--- config.mk ---
export PLATFORM = sky130hd
export DESIGN_NAME = serial_adder
export DESIGN_NICKNAME = d
export VERILOG_FILES = /design/src/rtl/serial_adder.sv
export SDC_FILE = /design/constraint.sdc
export NUM_CORES = 1
export LEC_CHECK = 0
export CORE_ASPECT_RATIO = 1.75
export CORE_MARGIN = 4
export CORE_UTILIZATION = 46
export CTS_CLUSTER_DIAMETER = 80
export DETAILED_ROUTE_END_ITERATION = 8
export PLACE_DENSITY_LB_ADDON = 0.05
export SETUP_SLACK_MARGIN = 0.05
export SYNTH_ARGS = -nofsm -noshare
export SYNTH_HDL_FRONTEND = slang
export SYNTH_SLANG_ARGS = --single-unit
--- constraint.sdc ---
create_clock -name clk -period 1.2 [get_ports clk]
set_clock_uncertainty 0.1 [all_clocks]
set_input_delay 0.12 -clock clk [delete_from_list [all_inputs] [get_ports clk]]
set_output_delay 0.12 -clock clk [all_outputs]
set_load 0.1 [all_outputs]
--- src/rtl/serial_adder.sv ---
// Bit-serial WIDTH-bit adder: two cascaded half-adder stages plus a carry flop, one bit per clock.
// Operands load on start, sum/cout are registered and announced by a one-cycle done pulse.
module serial_adder #(
  parameter int unsigned WIDTH = 8
) (
  input  logic             clk,
  input  logic             rst,
  input  logic             start,
  input  logic [WIDTH-1:0] a,
  input  logic [WIDTH-1:0] b,
  input  logic             cin,
  output logic             busy,
  output logic             done,
  output logic [WIDTH-1:0] sum,
  output logic             cout
);

  localparam int unsigned CntW = $clog2(WIDTH + 1);

  typedef enum logic [1:0] {StIdle, StRun, StDone} state_e;

  state_e           state;
  logic [WIDTH-1:0] ra, rb, rs, rs_next;
  logic             c;
  logic [CntW-1:0]  cnt;

  logic ha1_s, ha1_c, ha2_s, ha2_c, carry;

  // Stage 1 adds the operand bits, stage 2 folds in the running carry.
  always_comb begin
    ha1_s = ra[0] ^ rb[0];
    ha1_c = ra[0] & rb[0];
    ha2_s = ha1_s ^ c;
    ha2_c = ha1_s & c;
    carry = ha1_c | ha2_c;
  end

  generate
    if (WIDTH > 1) begin : g_wide
      assign rs_next = {ha2_s, rs[WIDTH-1:1]};
    end else begin : g_one
      assign rs_next = ha2_s;
    end
  endgenerate

  always_ff @(posedge clk) begin
    if (rst) begin
      state <= StIdle;
      ra    <= '0;
      rb    <= '0;
      rs    <= '0;
      c     <= 1'b0;
      cnt   <= '0;
      busy  <= 1'b0;
      done  <= 1'b0;
      sum   <= '0;
      cout  <= 1'b0;
    end else begin
      unique case (state)
        // The done cycle may already accept the next request, giving back-to-back operation.
        StIdle, StDone: begin
          done <= 1'b0;
          if (start) begin
            ra    <= a;
            rb    <= b;
            rs    <= '0;
            c     <= cin;
            cnt   <= '0;
            busy  <= 1'b1;
            state <= StRun;
          end else begin
            state <= StIdle;
          end
        end
        StRun: begin
          ra  <= ra >> 1;
          rb  <= rb >> 1;
          rs  <= rs_next;
          c   <= carry;
          cnt <= cnt + 1'b1;
          if (cnt == CntW'(WIDTH - 1)) begin
            sum   <= rs_next;
            cout  <= carry;
            done  <= 1'b1;
            busy  <= 1'b0;
            state <= StDone;
          end
        end
        default: state <= StIdle;
      endcase
    end
  end

endmodule

==> metrics.md <==
| Metric | Value |
|---|---|
| Crit Path Max Fanout | `4` |
| Root Buffer | `clkbuf_8` |
| Fraction of layout cells with a size suffix above 1 | `39.4%` |
| Minimum clock period | `1.34 ns` |
| Max Fclk | `744 MHz` |
| Leak | `0.917 nW` |
| Seq/Total Area, Yosys | `47.6%` |
| Final antenna-violating net count | `0` |
| Wire per inst | `15.9 µm` |
| Hold Slack | `0.292 ns` |
| Final Hold Viols | `0` |
| Syn Inst Count | `185` |
| FP Rows | `29` |
| Yosys reg bits | `41` |
| Syn Area/Cell | `9.32 µm²` |
| Power per standard cell area | `1240 mW/mm²` |
| Crit path cell chain | `and2b_2 -> buf_6 -> nand4_1 -> mux2_4` |
| Max Root-Sink Buffers | `2` |
| Slew HR | `84.4%` |
| Die span in y | `89.0 µm` |
| Gr usage total | `18.9%` |
| Skew-Pair Late Insertion Delay | `0.29 ns` |
| Initial antenna violation count | `0` |
| Core area | `0.00363 mm²` |
| Crit. End Element | `register` |
| Max-slew violations | `0` |
| Register area | `842 µm²` |
| Multi-input gate area | `968 µm²` |
| Failing checks | `setup timing` |
| # port buffers | `30` |
| Max Cap Viol | `0` |
| Nets | `247` |
| Fill count | `267` |
| Dpl hpwl | `2600 µm` |
| Boundary Pins | `31` |
| Unrepaired setup endpoints after global routing | `true` |
| Slowest cell delay on critical path | `0.33 ns` |
| Final WL | `4330 µm` |
| Final GP Congestion | `0.740` |
| Synthesis-to-finish area growth | `52.7%` |
| Via count | `1504` |
| Largest net degree at the start of global routing | `30` |
| Warnings, synthesis | `0` |
| Slew @ Worst Pin | `0.233 ns` |
| Clock transition at path regs | `0.08 ns` |
| VDD IR-drop max | `1210 µV` |
| CP Launch Type | `register` |
| First-pass GRT wire length | `6760 µm` |
| Grt ovf | `0` |
| Die ar. | `0.00483 mm²` |
| Worst path slowest cell | `dfxtp_2` |
| Total CTS buffers | `5` |
| PnR worst setup slack | `-0.145 ns` |
| Worst Hold Class | `input port to register` |
| H-tree Lvls | `2` |
| Vias in the first global route | `1535` |
| Critical Path RT | `1.28 ns` |
| ANT cells | `0` |
| Crit path DAT | `1.43 ns` |
| Net Count, Synth | `207` |
| Initial Util | `47.5%` |
| Die W | `54.3 µm` |
| First drt pass iteration count | `4` |
| CTS tree | `done` |
| 1st-iter DRT viols | `45` |
| Setup TNS | `-2.63 ns` |
| Vias/cell | `5.53` |
| Netlist cell types | `27` |
| DRC Markers | `0` |
| Crit share post-route | `112%` |
| Count of final setup violators | `32` |
| Status | `complete, but fails checks` |
| Post-Syn Area | `0.00172 mm²` |
| Crit Path Class | `register to register` |
| Number of clock sinks | `41` |
-- power breakdown --
part / leakage, nW / total, mW / switching [mW] / internal, mW
sequential: 0.342 / 1.45 / 0.0396 / 1.41
clock: 0.0681 / 1.32 / 0.489 / 0.827
combinational: 0.507 / 0.498 / 0.243 / 0.255
-- metrics by stage --
step	utilization, %	power, mW	setup WS (ns)	cells	area, µm²
finish	72.6	3.27	-0.145	272	2630
global placement	62.6	1.86	-0.190	260	2270
global route	72.6	3.40	-0.174	272	2630
CTS	69.3	3.22	-0.113	270	2510
floorplan	-	1.71	-0.104	185	1770
detailed placement	62.6	1.87	-0.234	260	2270
-- layer usage --
layer,vias to the layer above,share of wire [%],track usage [%]
met4,0,1.6,8.16
met1,734,36,19.1
li1,731,-,-
met5,-,0,0
met3,8,3.7,5.01
met2,31,58,34.7
-- registers in the layout, summed over array words and instances (netlist names) --
register	count
rb	8
done	1
state	2
ra	8
rs	7
sum	8
busy	1
cnt	4
c	1
cout	1
-- layout by cell type (no fill, tap or decap), types with 4 or more instances in the layout --
| cell type | Yosys | final |
|---|---|---|
| nand3_1 | 26 | 26 |
| a21oi_1 | 28 | 19 |
| buf_4 | 1 | 10 |
| buf_12 | 1 | 14 |
| nand2b_1 | 22 | 21 |
| a21oi_2 | 0 | 8 |
| clkbuf_8 | 0 | 5 |
| a22oi_2 | 0 | 13 |
| dfxtp_2 | 0 | 17 |
| nand2_1 | 10 | 9 |
| dfxtp_1 | 41 | 24 |
| clkdlybuf4s50_1 | 0 | 19 |
| buf_6 | 1 | 4 |
| mux2i_1 | 9 | 9 |
-- area by class of cell --
class,count,share of cell area [%]
Sequential cell,41,32.0
Clock buffer,5,2.61
Multi-Input combinational cell,128,36.8
Timing Repair Buffer,49,24.0
Clock inverter,3,2.47
Tap cell,46,2.19
-- worst paths after layout --
check             endpoint  slack [ns]      from  cells past startpoint
setup / recovery    cnt[3]       -0.14  state[1]                      4
hold / removal       ra[7]        0.29      a[7]                      3
setup reg to reg    cnt[3]       -0.14  state[1]                      4
hold reg to reg      rb[1]        0.38     rb[1]                      2
-- timing repair --
action / 4_1_cts / 5_1_grt
gates cloned: 1 / 2
hold buffers: 0 / 0
pin swaps: 10 / 25
buffers inserted: 1 / 0
resized for setup: 23 / 22
setup endpoints to repair: 33 / 41
-- worst max-delay path: cells and delay by family (launching register included) --
family | cells | cell delay, ns
buffers and inverters | 1 | 0.15
AND/OR/NAND/NOR | 2 | 0.37
flip-flops | 1 | 0.33
multiplexers | 1 | 0.31
-- cells by family after synthesis --
kind of cell | synth area share (%)
AO/OA/AOI/OAI | 16.0
adder cells (fa/ha/maj) | 1.89
buffers and inverters | 5.95
flip-flops | 47.6
multiplexers | 6.75
AND/OR/NAND/NOR | 21.8
-- cell usage after synthesis --
cell type  count  area, µm²
clkbuf_1       5       18.8
o22ai_1        1       6.26
buf_6          1       11.3
buf_4          1       7.51
mux2_2         1       11.3
mux2_4         1       15.0
buf_2          9       45.0
ha_1           1       12.5
and4b_4        1       13.8
nor3b_1        1       7.51
nor2b_1        1       6.26
mux2i_1        9       90.1
dfxtp_1       41        821
fa_1           1       20.0
nand2b_1      22        138
nand4_1        1       6.26
and2b_1        2       15.0
buf_12         1       20.0
nand3_1       26        130
nor2_1         2       7.51
and2_1         1       6.26
nand2_1       10       37.5
a22oi_1       15        113
nand3b_1       1       7.51
o21ba_2        1       10.0
a211oi_1       1       7.51
a21oi_1       28        140
(Power assumes the default switching activity.)
